==> config.mk <==
export PLATFORM = sky130hd
export DESIGN_NAME = uart_core_param
export DESIGN_NICKNAME = d
export VERILOG_FILES = /design/src/rtl/uart_core_param.sv
export SDC_FILE = /design/constraint.sdc
export NUM_CORES = 1
export LEC_CHECK = 0
export CAP_MARGIN = 20
export CORE_ASPECT_RATIO = 1.75
export CORE_MARGIN = 2
export CORE_UTILIZATION = 50
export CTS_BUF_LIST = sky130_fd_sc_hd__clkbuf_8
export DETAILED_ROUTE_END_ITERATION = 8
export PLACE_DENSITY = 0.72
export SLEW_MARGIN = 0
export SYNTH_ARGS = -nofsm -noshare
export SYNTH_HDL_FRONTEND = slang
export SYNTH_SLANG_ARGS = --single-unit
==> constraint.sdc <==
create_clock -name CLOCK_50 -period 2.3 [get_ports CLOCK_50]
set_input_delay 0.575 -clock CLOCK_50 [delete_from_list [all_inputs] [get_ports CLOCK_50]]
set_output_delay 0.575 -clock CLOCK_50 [all_outputs]
set_load 0.05 [all_outputs]
==> src/rtl/uart_core_param.sv <==
// Parametrised full-duplex UART: valid/ready transmitter and an oversampling-free
// centre-sampling receiver with runtime parity (none/even/odd) and 1/2 stop bits.
module uart_core_param #(
  parameter int unsigned CLKS_PER_BIT = 5208,
  parameter int unsigned DATA_BITS    = 8,
  parameter int unsigned CNT_W        = 13
) (
  input  logic                 CLOCK_50,
  input  logic                 reset,
  input  logic                 parity_en,
  input  logic                 parity_odd,
  input  logic                 stop_two,
  input  logic [DATA_BITS-1:0] tx_data,
  input  logic                 tx_valid,
  output logic                 tx_ready,
  output logic                 TX,
  input  logic                 RX,
  output logic [DATA_BITS-1:0] rx_data,
  output logic                 rx_valid,
  output logic                 rx_parity_err,
  output logic                 rx_frame_err,
  output logic                 rx_busy
);

  localparam int unsigned IDX_W = 4;
  localparam logic [CNT_W-1:0] CNT_LAST = CNT_W'(CLKS_PER_BIT - 1);
  localparam logic [CNT_W-1:0] CNT_HALF = CNT_W'(CLKS_PER_BIT / 2 - 1);
  localparam logic [IDX_W-1:0] IDX_LAST = IDX_W'(DATA_BITS - 1);

  typedef enum logic [2:0] {
    S_IDLE,
    S_START,
    S_DATA,
    S_PARITY,
    S_STOP1,
    S_STOP2
  } state_t;

  // ---------------------------------------------------------------- transmitter
  state_t               tx_state, tx_state_nxt;
  logic [CNT_W-1:0]     tx_cnt, tx_cnt_nxt;
  logic [IDX_W-1:0]     tx_idx, tx_idx_nxt;
  logic [DATA_BITS-1:0] tx_sh, tx_sh_nxt;
  logic                 tx_par, tx_par_nxt;
  logic                 tx_pen, tx_pen_nxt;
  logic                 tx_s2, tx_s2_nxt;
  logic                 tx_line_nxt;
  logic                 tx_ready_nxt;
  logic                 tx_bit_end;

  assign tx_bit_end = (tx_cnt == CNT_LAST);

  always_ff @(posedge CLOCK_50) begin
    if (reset) begin
      tx_state <= S_IDLE;
      tx_cnt   <= '0;
      tx_idx   <= '0;
      tx_sh    <= '0;
      tx_par   <= 1'b0;
      tx_pen   <= 1'b0;
      tx_s2    <= 1'b0;
      TX       <= 1'b1;
      tx_ready <= 1'b1;
    end else begin
      tx_state <= tx_state_nxt;
      tx_cnt   <= tx_cnt_nxt;
      tx_idx   <= tx_idx_nxt;
      tx_sh    <= tx_sh_nxt;
      tx_par   <= tx_par_nxt;
      tx_pen   <= tx_pen_nxt;
      tx_s2    <= tx_s2_nxt;
      TX       <= tx_line_nxt;
      tx_ready <= tx_ready_nxt;
    end
  end

  // TX next state; the line value is registered for the state being entered
  always_comb begin
    tx_state_nxt = tx_state;
    tx_cnt_nxt   = tx_cnt;
    tx_idx_nxt   = tx_idx;
    tx_sh_nxt    = tx_sh;
    tx_par_nxt   = tx_par;
    tx_pen_nxt   = tx_pen;
    tx_s2_nxt    = tx_s2;
    tx_line_nxt  = 1'b1;
    tx_ready_nxt = 1'b0;

    if (tx_state != S_IDLE) begin
      tx_cnt_nxt = tx_bit_end ? '0 : tx_cnt + CNT_W'(1);
    end

    case (tx_state)
      S_IDLE: begin
        if (tx_valid && tx_ready) begin
          tx_state_nxt = S_START;
          tx_cnt_nxt   = '0;
          tx_sh_nxt    = tx_data;
          tx_par_nxt   = (^tx_data) ^ parity_odd;
          tx_pen_nxt   = parity_en;
          tx_s2_nxt    = stop_two;
          tx_line_nxt  = 1'b0;
        end else begin
          tx_ready_nxt = 1'b1;
        end
      end
      S_START: begin
        tx_line_nxt = 1'b0;
        if (tx_bit_end) begin
          tx_state_nxt = S_DATA;
          tx_idx_nxt   = '0;
          tx_line_nxt  = tx_sh[0];
        end
      end
      S_DATA: begin
        tx_line_nxt = tx_sh[0];
        if (tx_bit_end) begin
          if (tx_idx == IDX_LAST) begin
            tx_state_nxt = tx_pen ? S_PARITY : S_STOP1;
            tx_line_nxt  = tx_pen ? tx_par : 1'b1;
          end else begin
            tx_idx_nxt  = tx_idx + IDX_W'(1);
            tx_sh_nxt   = tx_sh >> 1;
            tx_line_nxt = tx_sh[1];
          end
        end
      end
      S_PARITY: begin
        tx_line_nxt = tx_par;
        if (tx_bit_end) begin
          tx_state_nxt = S_STOP1;
          tx_line_nxt  = 1'b1;
        end
      end
      S_STOP1: begin
        if (tx_bit_end) begin
          tx_state_nxt = tx_s2 ? S_STOP2 : S_IDLE;
          tx_ready_nxt = !tx_s2;
        end
      end
      S_STOP2: begin
        if (tx_bit_end) begin
          tx_state_nxt = S_IDLE;
          tx_ready_nxt = 1'b1;
        end
      end
      default: begin
        tx_state_nxt = S_IDLE;
        tx_ready_nxt = 1'b1;
      end
    endcase
  end

  // ---------------------------------------------------------------- receiver
  logic rx_meta, rx_sync, rx_prev;
  logic rx_fall;

  // two-flop synchronizer plus one delayed copy for falling-edge detection
  always_ff @(posedge CLOCK_50) begin
    if (reset) begin
      rx_meta <= 1'b1;
      rx_sync <= 1'b1;
      rx_prev <= 1'b1;
    end else begin
      rx_meta <= RX;
      rx_sync <= rx_meta;
      rx_prev <= rx_sync;
    end
  end

  assign rx_fall = rx_prev & ~rx_sync;

  state_t               rx_state, rx_state_nxt;
  logic [CNT_W-1:0]     rx_cnt, rx_cnt_nxt;
  logic [IDX_W-1:0]     rx_idx, rx_idx_nxt;
  logic [DATA_BITS-1:0] rx_sh, rx_sh_nxt;
  logic                 rx_pen, rx_pen_nxt;
  logic                 rx_odd, rx_odd_nxt;
  logic                 rx_s2, rx_s2_nxt;
  logic                 rx_par_bit, rx_par_bit_nxt;
  logic                 rx_ferr_acc, rx_ferr_acc_nxt;
  logic [DATA_BITS-1:0] rx_data_nxt;
  logic                 rx_valid_nxt, rx_parity_err_nxt, rx_frame_err_nxt, rx_busy_nxt;
  logic                 rx_sample, rx_done, rx_ferr_new;

  assign rx_sample = (rx_state == S_START) ? (rx_cnt == CNT_HALF) : (rx_cnt == CNT_LAST);

  always_ff @(posedge CLOCK_50) begin
    if (reset) begin
      rx_state      <= S_IDLE;
      rx_cnt        <= '0;
      rx_idx        <= '0;
      rx_sh         <= '0;
      rx_pen        <= 1'b0;
      rx_odd        <= 1'b0;
      rx_s2         <= 1'b0;
      rx_par_bit    <= 1'b0;
      rx_ferr_acc   <= 1'b0;
      rx_data       <= '0;
      rx_valid      <= 1'b0;
      rx_parity_err <= 1'b0;
      rx_frame_err  <= 1'b0;
      rx_busy       <= 1'b0;
    end else begin
      rx_state      <= rx_state_nxt;
      rx_cnt        <= rx_cnt_nxt;
      rx_idx        <= rx_idx_nxt;
      rx_sh         <= rx_sh_nxt;
      rx_pen        <= rx_pen_nxt;
      rx_odd        <= rx_odd_nxt;
      rx_s2         <= rx_s2_nxt;
      rx_par_bit    <= rx_par_bit_nxt;
      rx_ferr_acc   <= rx_ferr_acc_nxt;
      rx_data       <= rx_data_nxt;
      rx_valid      <= rx_valid_nxt;
      rx_parity_err <= rx_parity_err_nxt;
      rx_frame_err  <= rx_frame_err_nxt;
      rx_busy       <= rx_busy_nxt;
    end
  end

  // RX next state; the start bit is re-checked at its centre, later bits one period apart
  always_comb begin
    rx_state_nxt      = rx_state;
    rx_cnt_nxt        = rx_cnt;
    rx_idx_nxt        = rx_idx;
    rx_sh_nxt         = rx_sh;
    rx_pen_nxt        = rx_pen;
    rx_odd_nxt        = rx_odd;
    rx_s2_nxt         = rx_s2;
    rx_par_bit_nxt    = rx_par_bit;
    rx_ferr_acc_nxt   = rx_ferr_acc;
    rx_data_nxt       = rx_data;
    rx_valid_nxt      = 1'b0;
    rx_parity_err_nxt = rx_parity_err;
    rx_frame_err_nxt  = rx_frame_err;
    rx_busy_nxt       = rx_busy;
    rx_done           = 1'b0;
    rx_ferr_new       = 1'b0;

    if (rx_state != S_IDLE) begin
      rx_cnt_nxt = rx_sample ? '0 : rx_cnt + CNT_W'(1);
    end

    case (rx_state)
      S_IDLE: begin
        if (rx_fall) begin
          rx_state_nxt    = S_START;
          rx_cnt_nxt      = '0;
          rx_idx_nxt      = '0;
          rx_ferr_acc_nxt = 1'b0;
          rx_pen_nxt      = parity_en;
          rx_odd_nxt      = parity_odd;
          rx_s2_nxt       = stop_two;
          rx_busy_nxt     = 1'b1;
        end
      end
      S_START: begin
        if (rx_sample) begin
          if (rx_sync) begin
            rx_state_nxt = S_IDLE;
            rx_busy_nxt  = 1'b0;
          end else begin
            rx_state_nxt = S_DATA;
            rx_idx_nxt   = '0;
          end
        end
      end
      S_DATA: begin
        if (rx_sample) begin
          rx_sh_nxt = {rx_sync, rx_sh[DATA_BITS-1:1]};
          if (rx_idx == IDX_LAST) begin
            rx_state_nxt = rx_pen ? S_PARITY : S_STOP1;
          end else begin
            rx_idx_nxt = rx_idx + IDX_W'(1);
          end
        end
      end
      S_PARITY: begin
        if (rx_sample) begin
          rx_par_bit_nxt = rx_sync;
          rx_state_nxt   = S_STOP1;
        end
      end
      S_STOP1: begin
        if (rx_sample) begin
          if (rx_s2) begin
            rx_ferr_acc_nxt = ~rx_sync;
            rx_state_nxt    = S_STOP2;
          end else begin
            rx_done     = 1'b1;
            rx_ferr_new = ~rx_sync;
          end
        end
      end
      S_STOP2: begin
        if (rx_sample) begin
          rx_done     = 1'b1;
          rx_ferr_new = rx_ferr_acc | ~rx_sync;
        end
      end
      default: begin
        rx_state_nxt = S_IDLE;
        rx_busy_nxt  = 1'b0;
      end
    endcase

    // frame delivery: data and both flags update together with the valid pulse
    if (rx_done) begin
      rx_state_nxt      = S_IDLE;
      rx_data_nxt       = rx_sh;
      rx_parity_err_nxt = rx_pen & (rx_par_bit ^ (^rx_sh) ^ rx_odd);
      rx_frame_err_nxt  = rx_ferr_new;
      rx_valid_nxt      = 1'b1;
      rx_busy_nxt       = 1'b0;
    end
  end

endmodule

== Word level (Yosys, flattened, before mapping) ==
Index checks and enable logic that the tools add are counted.
Storage, ports and cells
  flip-flop bits (word level): 81
  output and inout bits: 14
Operators by class
  add/sub/neg operators: 4
  equal/unequal tests: 33
  muxes and demuxes: 70
  bitwise logic cells: 9
  reductions and logical operators: 26
Operators by type and width (number)
  13-bit 2-to-1 mux: 8
  3-bit 2-to-1 mux: 17
  2-bit inequality test (second input constant): 18
  3-bit one-hot mux with 6 select lines: 2
  4-bit 2-to-1 mux: 8
  13-bit by 1-bit adder with 13-bit output (second input constant): 2
  13-bit equality test (second input constant): 2
  8-bit 2-to-1 mux: 3
  1-bit 2-to-1 mux: 22
  8-bit one-hot mux with 2 select lines: 1
  4-bit AND reduction: 4
  8-bit XOR reduction: 2
  13-bit by 12-bit equality test with 1-bit output (second input constant): 1
  3-bit by 2-bit equality test with 1-bit output (second input constant): 4
  3-bit equality test (second input constant): 4
  4-bit one-hot mux with 3 select lines: 1
  3-bit nonzero test: 3
  4-bit by 1-bit adder with 4-bit output (second input constant): 2
  4-bit by 3-bit equality test with 1-bit output (second input constant): 2
  1-bit one-hot mux with 4 select lines: 2
  4-bit one-hot mux with 2 select lines: 1
  2-bit AND reduction: 4
  8-bit AND reduction: 1
  7-bit AND reduction: 1
  16 further kinds: 27

== Depth between registers and ports, before layout ==
Gate-level depths: netlist of run 1.
  depth in word-level cells: 6
  mapped depth: 8
  gate-level depth less buffers: 6

== Least setup slack after synthesis of run 1 ==
OpenSTA, ideal clock, no wires.
  path type: reg2reg
  from: register rx_state[0]
  to: register rx_data[1]
  setup time: 128 ps
  data arrival time: 2038 ps
  slack: 134 ps
  stages on the path, launching flop included: 7
  buffers on the path: 1
  clock period less this slack: 2166 ps
  cell sequence: dfxtp_1 -> or3b_4 -> or4_4 -> a211oi_4 -> buf_6 -> mux2i_1 -> nor2_1
On the way
  longest elaborated chain between the ends: 4
RTL lines
  start, declared: line 173  | state_t rx_state, rx_state_nxt;
  start signal, assigned: line 205  | rx_state <= rx_state_nxt;
  3-bit by 1-bit equality test with 1-bit output: line 186  | assign rx_sample = (rx_state == S_START) ? (rx_cnt == CNT_HALF) : (rx_cnt == CNT_LAST);
  1-bit 2-to-1 mux: line 186
  1-bit 2-to-1 mux, on equally long branches: line 297, 286
  1-bit one-hot mux with 2 select lines *: line 245  | case (rx_state)
  end signal, assigned: line 214  | rx_data <= rx_data_nxt;
  end, declared: line 18  | output logic [DATA_BITS-1:0] rx_data,
Every way passes the cells marked *; elsewhere a longest branch is shown, timed or not.
A chain may end at the register's enable or synchronous reset.

== Worst setup path after layout of run 1 ==
  from: register rx_state[0]
  to: register rx_data[4]
Same word-level chain as after synthesis.

==> results_dict.tcl, run 1 <==
set metrics [dict create \
    status "completed" \
    drive_gt1_share_pct 11.3 \
    core_sq_um 7800 \
    grt_pass1_wl_microns 14800 \
    crit_chain "or3b_4, or4_4, a211oi_4, buf_4, clkbuf_16, mux2i_1, nor2_1" \
    critPathArrivalTime_ns 2.46 \
    yosysTopAreaCell "dfxtp_1" \
    cts.clk_slew.worst_paths_ns 0.08 \
    wl_per_cell_microns 15.0 \
    cp_slowest_cell "or4_4" \
    insertion_delay_ns 0.36 \
    hold_class "reg -> reg" \
    synth_nets 485 \
    crit_required_ns 2.53 \
    setup_viol 0 \
    crit_path_end_kind "flip-flop" \
    synth_cell_types 60 \
    p_total_mw 3.80 \
    min_period_ns 2.23 \
    vias 3483 \
    fillers 722 \
    grt_start_max_net_pins 34 \
    critical_path_class "reg -> reg" \
    nNetsFinal 530 \
    gr-total-overflow 0 \
    fin_crit_sh_pct 97.1 \
    cp_num_buf_inv 2 \
    synthTopCellsByArea "dfxtp_1, nor2_1, mux2i_1" \
    synth-compound-area-share_pct 15.8 \
    synth_warnings 0 \
    synth-edff-count 0 \
    die_area_sq_um 8720 \
    cts_root_buffer "clkbuf_8" \
    h-tree-depth 3 \
    cp_slowest_stage_delay_ns 0.50 \
    ios 29 \
    seqPwrFrac_pct 43.8 \
    synth_xor_area_share_pct 7.52 \
    report.final.hold_viol_count 0 \
    synth_mux_area_share_pct 5.66 \
    critPathMaxFanout 6 \
    comb_power_share_pct 32.5 \
    rows 43 \
    final_util_pct 60.2 \
    gr-usage-all-layers_pct 21.5 \
    place_area_sq_um 4490 \
    n_antenna_cell 0 \
    ys_seq_elements 81 \
    ant_nets 0 \
    ctsHoldBuffers 0 \
    cts_tree "yes" \
    grt_pass1_vias 3260 \
    vias_per_cell 5.76 \
    cts.sinks 81 \
    max_freq_mhz 448 \
    drt_iter0_drc 215 \
    maxSlewViolCount 0 \
    design_area_sq_um 4700 \
    postSynthCellCount 466 \
    antenna_found_initial 0 \
    fp.dieH_microns 122 \
    ys_seq_area_share_pct 40.8 \
    ys.flop_type "dfxtp_1" \
    power.internal_mw 2.46 \
    crit_path_start_kind "flip-flop" \
    drc 0 \
    synth_async_sr_flop_share_pct 0 \
    die_x_microns 71.4 \
    drt-total-wl_microns 9080 \
    gp_congestion 0.900 \
    tightest_slew_ns 0.720 \
    powerDensity_nw_per_um2 810 \
    max_slew_margin_pct 51.5 \
    area_delta_synth_final_pct 18.0 \
    io_buffer_count 28 \
    cts_buffer_depth 2 \
    cts_buffers 9 \
    hpwl_microns 6500 \
    synth-simple-area-share_pct 25.8 \
    synth_top_family_by_area "simple AND/OR/NAND/NOR gates" \
    fin_setup_tns_ns 0 \
    pwr-share-clk_pct 23.7 \
    peakVddDrop_mv 0.563 \
    p_leak_nw 1.64 \
    first_pass_iters 4 \
    synth_fa_ha_area_share_pct 1.26 \
    synth.avg_cell_area_sq_um 8.54 \
    power.switching_mw 1.35 \
    start_util_pct 51.0 \
    maxCapViolCount 0 \
    skew_ns 0.00776 \
    p_sw_share_pct 35.4 \
    netlist_area_sq_um 3980 \
    yosysTopAreaCellShare_pct 40.8 \
    rsz0062_at_grt "no" \
    crit_family "simple AND/OR/NAND/NOR gates" \
]
Yosys cell counts, types with 3 or more instances:
cell type and number:
dfxtp_1 81, nor2_1 59, nand2_1 43, a21oi_1 33, nand3_1 19, o21ai_0 19
xnor2_1 19, mux2i_1 18, clkbuf_1 17, nor3_1 17, a311oi_1 11, xor2_1 10
inv_1 9, or3_1 9, nand2b_1 8, nand4_1 8, nor2b_1 8, nand3b_1 6
and3_1 5, ha_1 4, nor3b_1 4, or2_2 4, and2_1 3, buf_2 3
o211ai_1 3
logic make-up after synthesis:
logic type,count (synthesis)
XOR/XNOR,31
adder cells (fa/ha/maj),4
buffers and inverters,31
flip-flops,81
AND/OR/NAND/NOR,205
AO/OA/AOI/OAI,92
multiplexers,22
metrics by stage:
step	cells	setup WS [ns]	hold slack [ns]
finish	605	0.0656	0.412
global route	605	0.0194	0.427
CTS	603	0.0426	0.413
detailed placement	588	0.0773	0.395
global placement	588	0.125	0.398
floorplan	466	0.134	0.389
worst register-to-register path: cells and delay by family (launching register included):
family	cells	cell delay (ns)
simple gates	3	0.94
compound gates	1	0.27
buf+inv	2	0.36
flops	1	0.35
mux	1	0.18
power by group through the flow:
stage                     clock [mW]  sequential [mW]  combinational, mW
after floorplan                    0             1.73              0.828
after detailed placement           0             1.69               1.23
after CTS                      0.918             1.66               1.23
final                          0.900             1.67               1.24
after global placement             0             1.69               1.21
after global routing           0.974             1.69               1.38
flip-flops by register name, indices dropped and copies added, names as in the netlist, 3 cells and up:
signal	cells
tx_sh	8
rx_state	3
rx_idx	4
rx_cnt	13
rx_data	8
tx_cnt	13
rx_sh	8
tx_state	3
tx_idx	4
final timing paths:
kind,from,to,slack (ns),cells after the start
min reg2reg,rx_meta$_SDFF_PP1_,rx_sync$_SDFF_PP1_,0.41,1
max reg2reg,rx_state[0]$_SDFFE_PP0P_,rx_data[4]$_SDFFE_PP0P_,0.07,7
min,rx_meta$_SDFF_PP1_,rx_sync$_SDFF_PP1_,0.41,1
max,rx_state[0]$_SDFFE_PP0P_,rx_data[4]$_SDFFE_PP0P_,0.07,7
routing by layer:
metal	track usage [%]	up-vias	part of all wire, %
met3	4.80	25	3.2
met1	24.2	1639	41
met4	12.0	0	2.9
met5	0	-	0
met2	36.8	69	53
li1	-	1750	-
placed cells by master, fill, tap and decap left out, types with 17 or more instances in the layout:
master	instances
xnor2_1	19
nand3_1	19
a21oi_1	33
clkdlybuf4s50_1	27
o21ai_0	19
nor2_1	59
dfxtp_1	81
nand2_1	43
buf_4	24
nor3_1	17
mux2i_1	18
final cells by class:
cell class	count	area (sq um)	area share, %
clock buffers	10	138	2.93
clock inverters	5	25.0	0.533
well taps	90	113	2.40
inverters	9	33.8	0.719
multi-input cells	354	2230	47.6
repair buffers	56	532	11.3
flip-flops and latches	81	1620	34.5
timing repair:
| item | CTS | global route |
|---|---|---|
| resized for setup | 0 | 2 |
| hold endpoints to repair | 0 | 0 |
| buffers inserted | 0 | 1 |
| endpoints found under the setup margin | 0 | 11 |
No activity file was read; power rests on OpenSTA's default activity.
==> run 2: changes to the inputs <==
Settings changed: CORE_MARGIN 2 to unset, PLACE_DENSITY 0.72 to 0.7, SKIP_LAST_GASP set to 1.
Clock period 2.3 ns to 2.85 ns, I/O delays scaled along.
==> results_dict.tcl, run 2 (same netlist as run 1, synthesis figures left out) <==
set metrics [dict create \
    status "completed" \
    comb_power_share_pct 28.5 \
    maxSlewViolCount 0 \
    fp.dieH_microns 120 \
    skew_ns 0.00879 \
    cp_slowest_cell "or4_4" \
    drt_iter0_drc 237 \
    grt_start_max_net_pins 32 \
    h-tree-depth 3 \
    die_x_microns 69.4 \
    cts_resized 0 \
    critPathMaxFanout 8 \
    min_period_ns 2.37 \
    most-common-layout-cells "dfxtp_1, nor2_1, nand2_1" \
    p_total_mw 3.24 \
    max_slew_margin_pct 47.4 \
    crit_path_end_kind "flip-flop" \
    seqPwrFrac_pct 42.1 \
    drive_gt1_share_pct 9.00 \
    critical_path_class "reg -> reg" \
    power.internal_mw 2.14 \
    fin_crit_sh_pct 83.1 \
    cts.clk_slew.worst_paths_ns 0.09 \
    cts_root_buffer "clkbuf_8" \
    rsz0062_at_grt "no" \
    powerDensity_nw_per_um2 707 \
    p_leak_nw 1.57 \
    drt-total-wl_microns 8520 \
    start_util_pct 52.2 \
    gp_congestion 0.829 \
    cts_setup_buffers 0 \
    cts_tree "yes" \
    fin_setup_tns_ns 0 \
    grt_pass1_wl_microns 14400 \
    reg.largest.list "rx_cnt: 13 flops, tx_cnt: 13 flops" \
    vias_per_cell 5.74 \
    max_freq_mhz 422 \
    gr-total-overflow 0 \
    grt_pass1_vias 3185 \
    power.switching_mw 1.10 \
    crit_family "simple AND/OR/NAND/NOR gates" \
    cts.sinks 81 \
    die_area_sq_um 8330 \
    critPathArrivalTime_ns 2.66 \
    wl_per_cell_microns 14.5 \
    ctsHoldBuffers 0 \
    crit_required_ns 3.14 \
    p_sw_share_pct 34.0 \
    antenna_found_initial 0 \
    fillers 697 \
    first_pass_iters 4 \
    drc 0 \
    report.final.hold_viol_count 0 \
    pwr-share-clk_pct 29.4 \
    preCtsSetupSlack_ns 0.479 \
    core_sq_um 7620 \
    n_antenna_cell 0 \
    setup_viol 0 \
    cts_buffers 9 \
    io_buffer_count 28 \
    final_common_cell "dfxtp_1" \
    ant_nets 0 \
    maxCapViolCount 0 \
    cp_num_buf_inv 0 \
    gr-usage-all-layers_pct 21.6 \
    nNetsFinal 514 \
    tightest_slew_ns 0.782 \
    ios 29 \
    insertion_delay_ns 0.36 \
    crit_chain "or3b_4, or4_4, a21o_1, a221oi_2, mux2i_1" \
    rows 42 \
    cp_slowest_stage_delay_ns 0.59 \
    area_delta_synth_final_pct 15.2 \
    cts_buffer_depth 2 \
    vias 3373 \
    crit_path_start_kind "flip-flop" \
    peakVddDrop_mv 0.407 \
    hold_class "reg -> reg" \
    worst_slack_ns 0.480 \
    hpwl_microns 5960 \
]
[run 2: cell count changes in the layout (fill, tap and decap cells not counted), sizes merged]
cell	delta
buf	-15
clkbuf	-1
bufinv	+2
inv	-1
[run 2: routing by layer]
layer	share of wire [%]	GRT usage [%]	up-vias
met2	52	37.1	55
met5	0	0	-
met4	1.7	9.44	0
met1	43	25.2	1587
li1	-	-	1720
met3	3.3	5.21	11
[run 2: path summary, 6_finish.rpt]
check | from | end | slack [ns] | depth (start not counted)
max | rx_state[2]$_SDFFE_PP0P_ | rx_idx[1]$_SDFFE_PP0P_ | 0.48 | 5
min | rx_meta$_SDFF_PP1_ | rx_sync$_SDFF_PP1_ | 0.41 | 1
max reg2reg | rx_state[2]$_SDFFE_PP0P_ | rx_idx[1]$_SDFFE_PP0P_ | 0.48 | 5
min reg2reg | rx_meta$_SDFF_PP1_ | rx_sync$_SDFF_PP1_ | 0.41 | 1
[run 2: cell type report]
type | count | area [sq um] | area share [%]
Multi-Input combinational cell | 354 | 2230 | 48.6
Sequential cell | 81 | 1620 | 35.4
Timing Repair Buffer | 40 | 365 | 7.97
Clock buffer | 10 | 138 | 3.00
Tap cell | 88 | 110 | 2.40
Clock inverter | 6 | 90.1 | 1.97
Inverter | 9 | 33.8 | 0.737
[run 2: stage by stage]
step / cell area (sq um) / cells / hold WS, ns / util [%]
finish: 4580 / 588 / 0.412 / 60.2
CTS: 4580 / 588 / 0.413 / 60.2
detailed placement: 4360 / 572 / 0.392 / 57.2
global route: 4580 / 588 / 0.429 / 60.2
global placement: 4360 / 572 / 0.395 / 57.2
floorplan: 3980 / 466 / 0.389 / -
[run 2: power groups by stage]
stage                     registers (mW)  logic (mW)  clock network [mW]
after floorplan                     1.39       0.668                   0
after global placement              1.38       0.899                   0
after detailed placement            1.39       0.917                   0
after CTS                           1.36       0.924               0.980
after global routing                1.39        1.04                1.01
final                               1.36       0.923               0.954
[run 2: worst register-to-register path, cell delays in order, from the launching register on]
cell and delay, ns:
dfxtp_1 0.32, or3b_4 0.43, or4_4 0.59, a21o_1 0.30, a221oi_2 0.42, mux2i_1 0.23
